[config.mk]
export PLATFORM = sky130hd
export DESIGN_NAME = eth_hdr_axis_tx_flat
export DESIGN_NICKNAME = d
export VERILOG_FILES = /design/src/rtl/eth_pkg.sv /design/src/rtl/eth_hdr_axis_tx_if.sv /design/src/rtl/axis_out_reg.sv /design/src/rtl/eth_hdr_axis_tx.sv /design/src/flat_wrapper.sv
export SDC_FILE = /design/constraint.sdc
export NUM_CORES = 1
export LEC_CHECK = 0
export ABC_AREA = 1
export CAP_MARGIN = 20
export CORE_ASPECT_RATIO = 0.75
export CORE_MARGIN = 2
export CORE_UTILIZATION = 47
export CTS_BUF_LIST = sky130_fd_sc_hd__clkbuf_16
export CTS_CLUSTER_SIZE = 24
export DETAILED_ROUTE_END_ITERATION = 10
export PLACE_DENSITY = 0.79
export SYNTH_ARGS = -nofsm -noshare
export SYNTH_HDL_FRONTEND = slang
export SYNTH_SLANG_ARGS = --single-unit
[constraint.sdc]
create_clock -name clk -period 2.35 [get_ports clk]
set_input_delay 0.47 -clock clk [delete_from_list [all_inputs] [get_ports clk]]
set_output_delay 0.47 -clock clk [all_outputs]
set_load 0.01 [all_outputs]
[src/rtl/eth_pkg.sv]
// Shared Ethernet framing constants, header layout and TX state encoding.
// Used by the Ethernet header serializer and the ARP/IP transmit paths.
package eth_pkg;

  localparam int ETH_HDR_LEN       = 14;
  localparam int ETH_MIN_FRAME_LEN = 60;

  typedef enum logic [1:0] {
    ST_IDLE    = 2'd0,
    ST_HEADER  = 2'd1,
    ST_PAYLOAD = 2'd2,
    ST_PAD     = 2'd3
  } tx_state_e;

  typedef struct packed {
    logic [47:0] dest_mac;
    logic [47:0] src_mac;
    logic [15:0] eth_type;
  } eth_hdr_t;

  // Byte idx of the header in wire order: dest MAC, src MAC, EtherType, MSB first.
  function automatic logic [7:0] hdr_byte(eth_hdr_t h, logic [3:0] idx);
    logic [ETH_HDR_LEN*8-1:0] flat;
    flat = h;
    return flat[8*(ETH_HDR_LEN-1-int'(idx)) +: 8];
  endfunction

endpackage

[src/rtl/eth_hdr_axis_tx_if.sv]
// Handshake bundles for the Ethernet TX path: a parallel header channel
// and an 8-bit AXI-stream channel.
interface eth_hdr_if;
  logic        valid;
  logic        ready;
  logic [47:0] dest_mac;
  logic [47:0] src_mac;
  logic [15:0] eth_type;

  modport master (output valid, dest_mac, src_mac, eth_type, input ready);
  modport slave  (input valid, dest_mac, src_mac, eth_type, output ready);
endinterface

interface axis8_if;
  logic [7:0] tdata;
  logic       tvalid;
  logic       tready;
  logic       tlast;
  logic       tuser;

  modport master (output tdata, tvalid, tlast, tuser, input tready);
  modport slave  (input tdata, tvalid, tlast, tuser, output tready);
endinterface

[src/rtl/axis_out_reg.sv]
// Single-stage AXI-stream output register; load_ok tells the producer
// that a byte offered this cycle will be captured.
module axis_out_reg (
  input  logic       clk,
  input  logic       rst,
  input  logic       load,
  input  logic [7:0] data,
  input  logic       last,
  input  logic       user,
  output logic       load_ok,
  axis8_if.master    m
);

  assign load_ok = !m.tvalid || m.tready;

  // NOTE: sequential state uses non-blocking assignments so every register
  // samples the pre-edge values of the others.
  always_ff @(posedge clk) begin
    if (rst) begin
      m.tvalid <= 1'b0;
      m.tdata  <= '0;
      m.tlast  <= 1'b0;
      m.tuser  <= 1'b0;
    end else if (load_ok) begin
      m.tvalid <= load;
      if (load) begin
        m.tdata <= data;
        m.tlast <= last;
        m.tuser <= user;
      end
    end
  end

endmodule

[src/rtl/eth_hdr_axis_tx.sv]
// Ethernet frame serializer: 14-byte header from a parallel bus, then the
// payload stream, zero-padded up to MIN_FRAME_LENGTH when enabled.
module eth_hdr_axis_tx
  import eth_pkg::*;
#(
  parameter bit ENABLE_PADDING   = 1'b1,
  parameter int MIN_FRAME_LENGTH = ETH_MIN_FRAME_LEN
) (
  input  logic     clk,
  input  logic     rst,
  eth_hdr_if.slave s_eth_hdr,
  axis8_if.slave   s_eth_payload_axis,
  axis8_if.master  m_axis,
  output logic     busy
);

  localparam logic [16:0] MIN_LEN = 17'(MIN_FRAME_LENGTH);

  tx_state_e   state;
  eth_hdr_t    hdr;
  logic [15:0] byte_cnt;
  logic [3:0]  ptr;
  logic        pad_user;

  logic        load_ok;
  logic        out_load;
  logic [7:0]  out_data;
  logic        out_last;
  logic        out_user;
  logic [16:0] cnt_inc;
  logic [15:0] cnt_next;
  logic        pad_needed;
  logic        pad_last;

  assign s_eth_hdr.ready          = (state == ST_IDLE) && !rst;
  assign s_eth_payload_axis.tready = (state == ST_PAYLOAD) && load_ok;
  assign busy                     = (state != ST_IDLE);

  // NOTE: every always_comb output gets a default first, so no path can
  // leave a value unassigned and infer a latch.
  always_comb begin
    cnt_inc    = {1'b0, byte_cnt} + 17'd1;
    cnt_next   = (byte_cnt == 16'hFFFF) ? byte_cnt : cnt_inc[15:0];
    pad_needed = ENABLE_PADDING && (cnt_inc < MIN_LEN);
    pad_last   = (cnt_inc == MIN_LEN);
    out_load   = 1'b0;
    out_data   = 8'h00;
    out_last   = 1'b0;
    out_user   = 1'b0;
    case (state)
      ST_HEADER: begin
        out_load = 1'b1;
        out_data = hdr_byte(hdr, ptr);
      end
      ST_PAYLOAD: begin
        out_load = s_eth_payload_axis.tvalid;
        out_data = s_eth_payload_axis.tdata;
        out_last = s_eth_payload_axis.tlast && !pad_needed;
        out_user = out_last && s_eth_payload_axis.tuser;
      end
      ST_PAD: begin
        out_load = 1'b1;
        out_last = pad_last;
        out_user = pad_last && pad_user;
      end
      default: ;
    endcase
  end

  always_ff @(posedge clk) begin
    if (rst) begin
      state    <= ST_IDLE;
      hdr      <= '0;
      byte_cnt <= '0;
      ptr      <= '0;
      pad_user <= 1'b0;
    end else begin
      case (state)
        ST_IDLE: begin
          if (s_eth_hdr.valid) begin
            hdr      <= '{s_eth_hdr.dest_mac, s_eth_hdr.src_mac, s_eth_hdr.eth_type};
            byte_cnt <= '0;
            ptr      <= '0;
            state    <= ST_HEADER;
          end
        end
        ST_HEADER: begin
          if (load_ok) begin
            ptr      <= ptr + 4'd1;
            byte_cnt <= cnt_next;
            if (ptr == 4'(ETH_HDR_LEN - 1)) state <= ST_PAYLOAD;
          end
        end
        ST_PAYLOAD: begin
          if (load_ok && s_eth_payload_axis.tvalid) begin
            byte_cnt <= cnt_next;
            if (s_eth_payload_axis.tlast) begin
              // A short frame keeps its error flag until the final pad byte.
              if (pad_needed) begin
                pad_user <= s_eth_payload_axis.tuser;
                state    <= ST_PAD;
              end else begin
                state <= ST_IDLE;
              end
            end
          end
        end
        ST_PAD: begin
          if (load_ok) begin
            byte_cnt <= cnt_next;
            if (pad_last) state <= ST_IDLE;
          end
        end
        default: state <= ST_IDLE;
      endcase
    end
  end

  axis_out_reg u_out (
    .clk     (clk),
    .rst     (rst),
    .load    (out_load),
    .data    (out_data),
    .last    (out_last),
    .user    (out_user),
    .load_ok (load_ok),
    .m       (m_axis)
  );

endmodule

[src/flat_wrapper.sv]
// flat-port wrapper written by rule: the top's interface ports become plain ports
module eth_hdr_axis_tx_flat import eth_pkg::*;
#(
  parameter bit ENABLE_PADDING   = 1'b1,
  parameter int MIN_FRAME_LENGTH = ETH_MIN_FRAME_LEN
)
  (clk, rst, busy, s_eth_hdr_valid, s_eth_hdr_dest_mac, s_eth_hdr_src_mac, s_eth_hdr_eth_type, s_eth_hdr_ready, s_eth_payload_axis_tdata, s_eth_payload_axis_tvalid, s_eth_payload_axis_tlast, s_eth_payload_axis_tuser, s_eth_payload_axis_tready, m_axis_tdata, m_axis_tvalid, m_axis_tlast, m_axis_tuser, m_axis_tready);
  eth_hdr_if s_eth_hdr_i ();
  axis8_if s_eth_payload_axis_i ();
  axis8_if m_axis_i ();
  input  logic clk;
  input  logic rst;
  output logic busy;
  input wire logic [$bits(s_eth_hdr_i.valid)-1:0] s_eth_hdr_valid;
  input wire logic [$bits(s_eth_hdr_i.dest_mac)-1:0] s_eth_hdr_dest_mac;
  input wire logic [$bits(s_eth_hdr_i.src_mac)-1:0] s_eth_hdr_src_mac;
  input wire logic [$bits(s_eth_hdr_i.eth_type)-1:0] s_eth_hdr_eth_type;
  output wire logic [$bits(s_eth_hdr_i.ready)-1:0] s_eth_hdr_ready;
  input wire logic [$bits(s_eth_payload_axis_i.tdata)-1:0] s_eth_payload_axis_tdata;
  input wire logic [$bits(s_eth_payload_axis_i.tvalid)-1:0] s_eth_payload_axis_tvalid;
  input wire logic [$bits(s_eth_payload_axis_i.tlast)-1:0] s_eth_payload_axis_tlast;
  input wire logic [$bits(s_eth_payload_axis_i.tuser)-1:0] s_eth_payload_axis_tuser;
  output wire logic [$bits(s_eth_payload_axis_i.tready)-1:0] s_eth_payload_axis_tready;
  output wire logic [$bits(m_axis_i.tdata)-1:0] m_axis_tdata;
  output wire logic [$bits(m_axis_i.tvalid)-1:0] m_axis_tvalid;
  output wire logic [$bits(m_axis_i.tlast)-1:0] m_axis_tlast;
  output wire logic [$bits(m_axis_i.tuser)-1:0] m_axis_tuser;
  input wire logic [$bits(m_axis_i.tready)-1:0] m_axis_tready;
  assign s_eth_hdr_i.valid = s_eth_hdr_valid;
  assign s_eth_hdr_i.dest_mac = s_eth_hdr_dest_mac;
  assign s_eth_hdr_i.src_mac = s_eth_hdr_src_mac;
  assign s_eth_hdr_i.eth_type = s_eth_hdr_eth_type;
  assign s_eth_hdr_ready = s_eth_hdr_i.ready;
  assign s_eth_payload_axis_i.tdata = s_eth_payload_axis_tdata;
  assign s_eth_payload_axis_i.tvalid = s_eth_payload_axis_tvalid;
  assign s_eth_payload_axis_i.tlast = s_eth_payload_axis_tlast;
  assign s_eth_payload_axis_i.tuser = s_eth_payload_axis_tuser;
  assign s_eth_payload_axis_tready = s_eth_payload_axis_i.tready;
  assign m_axis_tdata = m_axis_i.tdata;
  assign m_axis_tvalid = m_axis_i.tvalid;
  assign m_axis_tlast = m_axis_i.tlast;
  assign m_axis_tuser = m_axis_i.tuser;
  assign m_axis_i.tready = m_axis_tready;
  eth_hdr_axis_tx #(.ENABLE_PADDING(ENABLE_PADDING), .MIN_FRAME_LENGTH(MIN_FRAME_LENGTH)) u_core (.clk(clk), .rst(rst), .s_eth_hdr(s_eth_hdr_i), .s_eth_payload_axis(s_eth_payload_axis_i), .m_axis(m_axis_i), .busy(busy));
endmodule
==> results of run 1 <==
## where the power goes
part           internal, mW  switching, mW  leakage (nW)
combinational          1.30           2.24          2.35
clock                  1.68           1.12         0.292
sequential             3.12          0.432          1.21
total                  6.10           3.79          3.85
## logic make-up (layout without fill, tap and decap cells)
family                   after synthesis  count (layout)  synth area share (%)
AO/OA/AOI/OAI                        241             241                  18.5
AND/OR/NAND/NOR                      542             542                  31.5
XOR/XNOR                               3               3                 0.477
flip-flops                           146             146                  41.3
buffers and inverters                117             251                  6.66
adder cells (fa/ha/maj)                9               9                  1.59
## path summary, 6_finish.rpt
path                                      start                       to  slack (ns)
worst max-delay path            u_core.state[0]                     busy        0.07
worst min register to register   u_core.hdr[15]           u_core.hdr[15]        0.45
worst max register to register    u_core.ptr[1]  u_core.u_out.m.tdata[1]        0.18
worst min-delay path             u_core.hdr[15]           u_core.hdr[15]        0.45
## repair_timing
action | 4_1_cts | 5_1_grt
gates resized for setup | 2 | 9
pin swaps | 0 | 1
endpoints found under the setup margin | 2 | 20
## layout make-up
| type | count | area (um2) | area share [%] |
|---|---|---|---|
| Inverter | 50 | 193 | 2.06 |
| Tap cell | 200 | 250 | 2.67 |
| Timing Repair Buffer | 169 | 1690 | 18.0 |
| Clock buffer | 17 | 425 | 4.54 |
| Multi-Input combinational cell | 795 | 3710 | 39.6 |
| Clock inverter | 15 | 180 | 1.92 |
| Sequential cell | 146 | 2920 | 31.2 |
## per-layer routing
layer	GRT usage, %	share of wire, %	wire (um)	up-vias
met5	0	0	0	-
met4	7.28	1.2	260	0
met3	8.27	12	2630	29
met2	41.3	40	8950	391
met1	40.0	47	10300	3421
li1	-	-	-	3693
## worst max-delay path: cells and delay by family (launching register included)
kind / cells / cell delay (ns)
flops: 1 / 0.39
buf+inv: 3 / 0.77
fa+ha+maj: 1 / 0.22
## sequential cells by signal (all words and copies together), names as in the netlist
name and cells:
u_core.u_out.m.tlast 1, u_core.hdr 112, u_core.ptr 4, u_core.byte_cnt 16, u_core.state 2, u_core.pad_user 1
u_core.u_out.m.tuser 1, u_core.u_out.m.tdata 8, u_core.u_out.m.tvalid 1
## layout by cell type, fill, tap and decap left out, types with 5 or more instances in the layout
cell type and n:
nor2_1 251, nand2_1 199, dfxtp_1 145, o21ai_0 139
clkdlybuf4s50_1 138, a21oi_1 58, nand3_1 57, inv_1 44
buf_4 24, clkbuf_16 17, a211oi_1 11, a31oi_1 10
nand4_1 9, nor2_2 8, ha_1 7, nand2_2 6
buf_12 5
==> flow_summary.ini, run 1 <==
[outcome]
status = finished, final reports clean

[timing]
setup_viol = 0
rsz0062_at_grt = false
max_freq_mhz = 438
period_needed_ns = 2.28
fin_tns_setup_ns = 0
slew_headroom_pct = 62.9
report.final.slew_viol_count = 0
worst_slew_pin_slew_ns = 0.551
period_share_pct = 97.1
worst_slack_ns = 0.0690
hold_viol = 0
skew_ns = 0.00843
whs_ns = 0.449

[worst_setup_path]
slowest_delay_ns = 0.55
worstPathArrival_ns = 1.81
crit_slowest_cell = clkdlybuf4s50_1
worst-r2r-cell-count = 10
crit_path_cell_trace = inv_1, ha_2, inv_4, clkdlybuf4s50_1
required_ns = 1.88
critPathMaxFanout = 8
crit_path_end_kind = output pin
criticalPathCategory = reg2out
startpoint_type = flop

[synth]
yosysWarnings = 0
async_flop_share_pct = 0
yosysTopAreaCell = dfxtp_1
synth.avg_cell_area_um2 = 6.69
yosys_register_bits = 146
synth_area_um2 = 7080
synth-edff-count = 0
synth_common_cells = nor2_1 (252), nand2_1 (200), dfxtp_1 (146)
synth_area_leaders = dfxtp_1 (41%), nor2_1 (13%), nand2_1 (11%)
synth_nets = 1194
synth.distinct_cells = 43
synth.top_cell.area_share_pct = 41.3
yosysMostFrequentCell = nor2_1
synth-main-ff-cell = dfxtp_1
yosysSeqAreaShare_pct = 41.3
postSynthCellCount = 1058

[floorplanning]
die-width_um = 146
core_um2 = 14600
initial_core_util_pct = 48.5
num_io_pins = 141
rows = 38
die_h_um = 110
dieArea_um2 = 16100

[placed_design]
gp_congestion = 0.921
dp_hpwl_mm = 15.5
dp_slack_ns = 0.0204
place_area_um2 = 8730
placedCellCount = 1360
numPortBuffers = 140

[grt]
grt_pass1_wl_mm = 35.3
grt_pass1_vias = 6726
grt_max_degree = 87
grtUsageTotal_pct = 28.0
globalRouteOverflowTotal = 0
antenna_found_initial = 0

[cts]
clk_pin_slew_worst_paths_ns = 0.06
cts_max_level = 4
cts_buffer_depth = 2
cts_setup_buffers = 0
cts_buffers = 17
clock-sinks = 146
hold_buffers = 0
clock_latency_ns = 0.43
cts_root_buf = clkbuf_16
cts_tree = yes

[power_and_ir_drop]
p_leak_nw = 3.85
vdd_ir_drop_max_mv = 0.529
p_per_area_nw_per_um2 = 1060
p_total_mw = 9.90

[route]
drtAntennaViolNets = 0
drt_wl_total_mm = 22.2
vias = 7534
avgRoutedWirePerCell_um = 15.9
dr.first_iter.drc_count = 728
drtPass1Iterations = 5
avgViaCountPerCell = 5.41
drc = 0

[layout]
stdcell_area_um2 = 9370
drive_gt1_share_pct = 7.72
area_growth_pct = 32.3
insertedDiodeCount = 0
nFillCells = 1294
utilization_pct = 64.2
final_cell_count_no_fill = 1392
fin_nets = 1315

[hold_path]
hold_class = reg2reg
min_path_cells = 2

[run]
maxCapViolCount = 0
(Power assumes the default switching activity.)
==> run 2, diff against run 1 <==
Settings changed: RECOVER_POWER from default to 25.
==> run 2 against run 1 <==
Against the previous run:
- core utilization is 0.15 points lower
- via count down 0.15%
- clock power barely moved
- cell area down 0.24%
- register-to-register slack worse by 0.02 ns
- hold slack gained 0.0029 ns
- routed wire length grew 0.35%
- critical path type unchanged
- largest power group unchanged
- highest routed layer unchanged
==> flow_summary.ini, run 2 (synthesized netlist as in run 1, its figures left out) <==
[outcome]
status = finished, final reports clean

[route]
highest_layer = met4
drtAntennaViolNets = 0
avgRoutedWirePerCell_um = 16.0
vias = 7523
met2_length_mm = 9.02
dr.first_iter.drc_count = 765
drc = 0
route.met3.wl_mm = 2.52
wl_met1_mm = 10.5
avgViaCountPerCell = 5.40
drtPass1Iterations = 5
drt_wl_total_mm = 22.3

[timing]
period_needed_ns = 2.28
rsz0062_at_grt = false
max_freq_mhz = 439
hold_viol = 0
period_share_pct = 96.9
worst_slew_pin_slew_ns = 0.703
whs_ns = 0.452
setup_viol = 0
report.final.slew_viol_count = 0
slew_headroom_pct = 53.1
skew_ns = 0.00914
fin_tns_setup_ns = 0

[grt]
globalRouteOverflowTotal = 0
grt_pass1_vias = 6726
grt_pass1_wl_mm = 35.3
grt_max_degree = 87
antenna_found_initial = 0
grtUsageTotal_pct = 28.0

[hold_path]
min_path_cells = 2
hp-start = u_core.hdr[29]
hold_class = reg2reg
hold_end = u_core.hdr[29]

[worst_setup_path]
critPathMaxFanout = 8
criticalPathCategory = reg2out
worst-r2r-cell-count = 7
worstPathArrival_ns = 1.81
crit_path_end_kind = output pin
r2r_start = u_core.state[0]
ff2ff_setup_slack_ns = 0.16
startpoint_type = flop
worstReg2RegEnd = u_core.hdr[8]
crit_path_cell_trace = inv_1, ha_2, inv_4, clkdlybuf4s50_1
crit_slowest_cell = clkdlybuf4s50_1
slowest_delay_ns = 0.55
required_ns = 1.88

[floorplanning]
core_um2 = 14600
initial_core_util_pct = 48.5
rows = 38
die-width_um = 146
num_io_pins = 141
dieArea_um2 = 16100
die_h_um = 110

[cts]
cts_tree = yes
clock_latency_ns = 0.43
cts_buffers = 17
cts_setup_buffers = 0
clk_pin_slew_worst_paths_ns = 0.06
cts_buffer_depth = 2
clock-sinks = 146
cts_root_buf = clkbuf_16
cts_max_level = 4
hold_buffers = 0

[layout]
drive_gt1_share_pct = 7.55
top_register = u_core.hdr
final_common_cell = nor2_1
final_cell_mix = nor2_1 (251), nand2_1 (200), dfxtp_1 (145), o21ai_0 (139), clkdlybuf4s50_1 (127)
insertedDiodeCount = 0
area_growth_pct = 31.9
fin_nets = 1315
top_regs = u_core.hdr: 112 flops, u_core.byte_cnt: 16 flops, u_core.u_out.m.tdata: 8 flops
largest_reg_flops = 112

[power_and_ir_drop]
vdd_ir_drop_max_mv = 0.529
p_leak_nw = 3.86
p_per_area_nw_per_um2 = 1060

[placed_design]
dp_hpwl_mm = 15.5
numPortBuffers = 140
gp_congestion = 0.921

[run]
maxCapViolCount = 0
[run 2: cell types whose count changed in the layout (fill, tap and decap cells not counted), sizes merged]
cell and change:
clkdlybuf4s50 -11, dlygate4sd3 +11, clkbuf +3, buf -2, dlymetal6s2s -1
[run 2: how the worst max path moves through the flow]
| stage | start | to | slack [ns] | depth (start not counted) |
|---|---|---|---|---|
| after floorplan | u_core.ptr[1] | u_core.u_out.m.tdata[1] | 0.05 | 13 |
| after global placement | m_axis_tready | u_core.byte_cnt[9] | 0.09 | 10 |
| after detailed placement | m_axis_tready | u_core.byte_cnt[14] | 0.02 | 10 |
| after CTS | u_core.state[0] | busy | 0.02 | 4 |
| after global routing | u_core.state[0] | busy | 0.007 | 4 |
| final | u_core.state[0] | busy | 0.07 | 4 |
[run 2: metal layers]
metal	GRT usage, %	up-vias
met4	7.28	0
met1	40.0	3425
met2	41.3	374
met5	0	-
met3	8.27	24
li1	-	3700
[run 2: per-stage QoR]
step / utilization, % / setup slack, ns / std cells / power [mW] / cell area (um2)
floorplan: - / 0.0462 / 1058 / 5.84 / 7080
global placement: 59.8 / 0.0873 / 1360 / 6.92 / 8730
detailed placement: 59.8 / 0.0204 / 1360 / 6.99 / 8730
CTS: 64.0 / 0.0182 / 1392 / 9.81 / 9340
global route: 64.0 / 0.00744 / 1392 / 10.4 / 9340
finish: 64.0 / 0.0720 / 1392 / 9.89 / 9340
[run 2: area by class of cell]
class	instances	area, um2
clock buffers	17	425
clock inverters	15	180
fillers	1299	5250
inverters	50	193
multi-input cells	795	3700
flip-flops and latches	146	2920
well taps	200	250
repair buffers	169	1670
[run 2: power breakdown]
group	total, mW	switching (mW)	leakage [nW]	internal, mW
sequential	3.56	0.432	1.21	3.12
clock	2.81	1.13	0.292	1.68
combinational	3.52	2.25	2.37	1.27
total	9.89	3.81	3.86	6.08
[run 2: timing repair]
action	in CTS	in global routing
pin swaps	0	1
endpoints found under the hold margin	0	0
resized for setup	2	9
endpoints found under the setup margin	2	20
[run 2: worst max-delay path: cells and delay by family (launching register included)]
family	cells	cell delay, ns
flops	1	0.39
buf+inv	3	0.77
fa+ha+maj	1	0.22
==> run 3, diff against run 2 <==
Settings changed: CORE_MARGIN 2 to default.
==> run 3 against run 2 <==
Against the previous run:
- clock skew about the same
- core utilization decreased by 0.51 points
- die area is 3.2% lower
- largest power group unchanged
==> flow_summary.ini, run 3 (synthesized netlist as in run 1, its figures left out) <==
[outcome]
status = finished, final reports clean

[floorplanning]
dieArea_um2 = 15600
core_um2 = 14600
die-width_um = 144
die_h_um = 108
rows = 38
initial_core_util_pct = 48.5
num_io_pins = 141

[worst_setup_path]
critical-path-top-delay-family = simple AND/OR/NAND/NOR gates
criticalPathCategory = reg2reg
startpoint_type = flop
required_ns = 2.65
crit_cells = 12
slowest_delay_ns = 0.39
worst-r2r-cell-count = 12
crit_slowest_cell = dfxtp_1
cp_num_buf_inv = 3
crit_path_cell_trace = inv_1, ha_1, buf_4, nor2_1, buf_4, nand3_1, nand3_1, nand2_1, nand3_1, nand2_1, nand2_1, a21oi_1
crit_path_end_kind = flop
critPathMaxFanout = 6
worstPathArrival_ns = 2.47

[route]
avgViaCountPerCell = 5.38
vias = 7499
drtAntennaViolNets = 0
avgRoutedWirePerCell_um = 15.4
drtPass1Iterations = 6
drt_wl_total_mm = 21.5
dr.first_iter.drc_count = 786
drc = 0

[power_and_ir_drop]
p_leak_nw = 3.84
power_switching_mw = 3.75
vdd_ir_drop_max_mv = 0.532
combPwrFrac_pct = 36.3
p_sw_share_pct = 39.0
clkPwrFrac_pct = 26.9
internal-power_mw = 5.87
p_per_area_nw_per_um2 = 1040
seqPwrFrac_pct = 36.8

[cts]
cts_buffers = 17
cts_buffer_depth = 2
clock_latency_ns = 0.42
cts_max_level = 4
hold_buffers = 0
cts_setup_buffers = 0
cts_root_buf = clkbuf_16
clock-sinks = 146
clk_pin_slew_worst_paths_ns = 0.06
cts_tree = yes

[timing]
period_needed_ns = 2.17
slew_headroom_pct = 46.9
hold_viol = 0
whs_ns = 0.459
skew_ns = 0.00937
fin_tns_setup_ns = 0
max_freq_mhz = 461
period_share_pct = 92.4
setup_viol = 0
rsz0062_at_grt = false
report.final.slew_viol_count = 0
worst_slew_pin_slew_ns = 0.796
worst_slack_ns = 0.179

[layout]
stdcell_area_um2 = 9270
fin_nets = 1317
largest_reg_flops = 112
top_regs = u_core.hdr: 112 flops, u_core.byte_cnt: 16 flops, u_core.u_out.m.tdata: 8 flops
final_common_cell = nor2_1
insertedDiodeCount = 0
drive_gt1_share_pct = 7.62
area_growth_pct = 30.9
final_cell_mix = nor2_1 (252), nand2_1 (200), dfxtp_1 (145), o21ai_0 (139), clkdlybuf4s50_1 (127)
top_register = u_core.hdr

[grt]
grt_pass1_wl_mm = 33.5
grt_pass1_vias = 6524
globalRouteOverflowTotal = 0
antenna_found_initial = 0
grtUsageTotal_pct = 28.3
grt_max_degree = 105

[hold_path]
min_path_cells = 2
hold_class = reg2reg

[run]
maxCapViolCount = 0

[placed_design]
dp_hpwl_mm = 15.3
numPortBuffers = 140
place_area_um2 = 8710
dp_slack_ns = 0.146
gp_congestion = 0.931
run 3: cell types whose count changed in the layout (fill, tap and decap cells not counted), sizes merged:
cell	change
dlygate4sd2	+2
clkbuf	-3
buf	+4
clkinvlp	+1
clkinv	+3
dlygate4sd3	-1
inv	-2
bufinv	-2
run 3: worst register-to-register path: cells and delay by family (launching register included):
kind	cells	cell delay [ns]
simple gates	7	0.82
buf+inv	3	0.44
flops	1	0.39
fa+ha+maj	1	0.36
compound gates	1	0.06
run 3: what timing repair did:
| item | 4_1_cts | 5_1_grt |
|---|---|---|
| cloned | 0 | 0 |
| gates resized for setup | 4 | 3 |
| endpoints found under the setup margin | 3 | 3 |
run 3: final cells by class:
class | count | area (um2)
clock inverters | 15 | 134
well taps | 200 | 250
clock buffers | 17 | 425
multi-input cells | 795 | 3700
inverters | 50 | 188
fillers | 1289 | 5330
repair buffers | 171 | 1650
flip-flops and latches | 146 | 2920
run 3: path summary, 6_finish.rpt:
check / start / end / slack, ns
max: u_core.ptr[1] / u_core.u_out.m.tdata[0] / 0.18
min: u_core.hdr[95] / u_core.hdr[95] / 0.46
max reg2reg: u_core.ptr[1] / u_core.u_out.m.tdata[0] / 0.18
min reg2reg: u_core.hdr[95] / u_core.hdr[95] / 0.46
run 3: power groups by stage:
stage | clock network, mW | registers [mW] | logic (mW)
final | 2.59 | 3.54 | 3.49
after global routing | 2.70 | 3.60 | 3.88
after floorplan | 0 | 3.46 | 2.38
after CTS | 2.60 | 3.52 | 3.45
after detailed placement | 0 | 3.57 | 3.42
after global placement | 0 | 3.55 | 3.36
run 3: through the flow:
stage | std cells | power [mW] | util, %
final | 1394 | 9.61 | 63.5
after global routing | 1394 | 10.2 | 63.5
after CTS | 1394 | 9.58 | 63.5
after detailed placement | 1362 | 6.98 | 59.7
after global placement | 1362 | 6.91 | 59.7
after floorplan | 1058 | 5.84 | -
run 3: metal layers:
layer	part of all wire [%]	track usage (%)
met1	47	41.6
met2	40	40.3
met3	11	6.64
met4	1.5	9.50
met5	0	0
==> RTL change: new RTL, flow settings as in run 2 <==
The 4 states of `tx_state_e` get a one-hot encoding in 4 bits.
--- a/src/rtl/eth_pkg.sv
+++ b/src/rtl/eth_pkg.sv
@@ -5,11 +5,11 @@
   localparam int ETH_HDR_LEN       = 14;
   localparam int ETH_MIN_FRAME_LEN = 60;
 
-  typedef enum logic [1:0] {
-    ST_IDLE    = 2'd0,
-    ST_HEADER  = 2'd1,
-    ST_PAYLOAD = 2'd2,
-    ST_PAD     = 2'd3
+  typedef enum logic [3:0] {
+    ST_IDLE    = 4'b0001,
+    ST_HEADER  = 4'b0010,
+    ST_PAYLOAD = 4'b0100,
+    ST_PAD     = 4'b1000
   } tx_state_e;
 
   typedef struct packed {
Check against the original RTL: same outputs for any inputs over 10 cycles, from zero or initial values and one cycle with rst high; not proved beyond that.
==> RTL change against run 2 <==
- non-clock buffer count is 4 lower
- core utilization fell by 1.6 points
- design area grew 1.7%
- via count is 2.2% higher
- count of clock-buffer cells in the layout unchanged
- routed wire length decreased by 1.8%
- worst setup slack improved by 0.0079 ns
- sequential share of layout area fell by 0.11 points
- sequential cell count increased by 2
- combinational power down 12%
- cell count rose by 1.0%
- total power shrank 6.2%
- synthesized area up 3.3%
==> RTL change: results (changes against run 2) <==
CELLS AND AREA
------------------------------------------------------------------------------
Final Net Count .................................................         1321   was 1315
Fraction of layout instances using a drive strength above 1 .....        7.99%   was 7.55%
Final instance count without filler cells .......................         1406   was 1392

POWER AND IR DROP
------------------------------------------------------------------------------
Leakage power figure ............................................      3.69 nW   was 3.86 nW
Highest ir drop seen on vdd .....................................       601 uV   was 529 uV
Net load switching power ........................................    0.00350 W   was 0.00381 W

TIMING
------------------------------------------------------------------------------
Final Skew ......................................................   0.00915 ns   was 0.00914 ns
Headroom to the max-slew limit ..................................        35.9%   was 53.1%

DETAILED ROUTING
------------------------------------------------------------------------------
Met1 WL .........................................................     10500 um   about the same
Number of iterations in the first detailed-routing pass .........            7   was 5
Wire per inst ...................................................      15.5 um   was 16.0 um
Met3 routed wirelength ..........................................      2080 um   was 2520 um
Starting DRC count in detailed routing ..........................          819   was 765
Length of routed met2 wiring ....................................      8970 um   was 9020 um
Number of vias per cell after detailed routing ..................         5.47   was 5.40

PLACED DESIGN
------------------------------------------------------------------------------
Post-Place Cell Area ............................................   8870 sq um   was 8730 sq um
Routability cong. ...............................................        0.907   was 0.921
Worst setup slack before clock tree synthesis ...................     0.169 ns   was 0.0204 ns
Post-detail-place hpwl ..........................................     15300 um   was 15500 um

WORST SETUP PATH
------------------------------------------------------------------------------
Largest fanout on the critical path .............................            4   was 8
Worst path max stage delay ......................................      0.56 ns
Worst path slowest cell ......................................... sky130_fd_sc_hd__clkdlybuf4s50_1   unchanged
Signal arrival time at the worst endpoint .......................      1.80 ns

GLOBAL ROUTE
------------------------------------------------------------------------------
Maximum number of pins on one net before global-route repair ....           94   was 87
Vias in the first global route ..................................         6799   was 6726
Overall track demand over capacity in global routing ............        26.4%   was 28.0%
First-pass GRT wire length ......................................     34900 um   was 35300 um

SYNTH
------------------------------------------------------------------------------
Number of different library cells in the post-synthesis netlist .           34   was 43
Sequential share of the synthesized area ........................        40.5%   was 41.3%
Avg Synthesized Cell Area .......................................   6.78 sq um   was 6.69 sq um
Cell types with the highest counts after synthesis .............. 229 x sky130_fd_sc_hd__nand2_1, 177 x sky130_fd_sc_hd__a21oi_1, 148 x sky130_fd_sc_hd__dfxtp_1   was 252 x sky130_fd_sc_hd__nor2_1, 200 x sky130_fd_sc_hd__nand2_1, 146 x sky130_fd_sc_hd__dfxtp_1
Number of nets in the synthesized netlist .......................         1211   was 1194
Cells taking the most area after synthesis ...................... sky130_fd_sc_hd__dfxtp_1 41%, sky130_fd_sc_hd__a21oi_1 12%, sky130_fd_sc_hd__nand2_1 12%   was sky130_fd_sc_hd__dfxtp_1 41%, sky130_fd_sc_hd__nor2_1 13%, sky130_fd_sc_hd__nand2_1 11%
Post-synth ARST share ...........................................           0%   unchanged
Main synth FF type .............................................. sky130_fd_sc_hd__dfxtp_1   unchanged

OUTCOME
------------------------------------------------------------------------------
Status .......................................................... finished clean   unchanged

CLOCKING
------------------------------------------------------------------------------
CTS Buf Count ...................................................           17   unchanged

[RTL change: per-layer routing]
metal / global-route usage [%] / vias to the layer above
met5: 0 / -
met4: 6.54 / 0
met3: 5.69 / 33
met2: 37.3 / 355
met1: 40.8 / 3496
li1: - / 3807
[RTL change: kinds of logic after synthesis]
family          share of synthesized area (%)
buf+inv                                  8.91
simple gates                             26.2
compound gates                           23.0
xor+xnor                                0.359
fa+ha+maj                                1.03
flops                                    40.5
[RTL change: what timing repair did]
action	4_1_cts	5_1_grt
resized for setup	0	5
buffers inserted	0	3
setup endpoints to repair	0	23
[RTL change: final timing paths]
path / start / endpoint / slack [ns] / cells after the start
hold / removal: u_core.hdr[10] / u_core.hdr[10] / 0.45 / 2
setup / recovery: u_core.state[3] / s_eth_hdr_ready / 0.08 / 4
setup reg to reg: u_core.byte_cnt[0] / u_core.pad_user / 0.18 / 12
hold reg to reg: u_core.hdr[10] / u_core.hdr[10] / 0.45 / 2
[RTL change: layout make-up]
| type | count | area, sq um |
|---|---|---|
| Clock buffer | 17 | 425 |
| Clock inverter | 15 | 179 |
| Fill cell | 1388 | 5720 |
| Inverter | 94 | 353 |
| Multi-Input combinational cell | 762 | 3730 |
| Sequential cell | 148 | 2960 |
| Tap cell | 205 | 256 |
| Timing Repair Buffer | 165 | 1600 |
[RTL change: worst min-delay path, delay by kind of cell (launching register included)]
| family | cells | cell delay (ns) |
|---|---|---|
| AOI/OAI and AO/OA | 1 | 0.05 |
| buffers and inverters | 1 | 0.06 |
| DFF | 1 | 0.30 |
[RTL change: power by group through the flow]
stage	Clock, W	Sequential [W]	Combinational (W)
after floorplan	0	0.00337	0.00204
after global placement	0	0.00341	0.00300
after detailed placement	0	0.00342	0.00305
after CTS	0.00279	0.00337	0.00308
after global routing	0.00293	0.00344	0.00342
final	0.00278	0.00339	0.00310
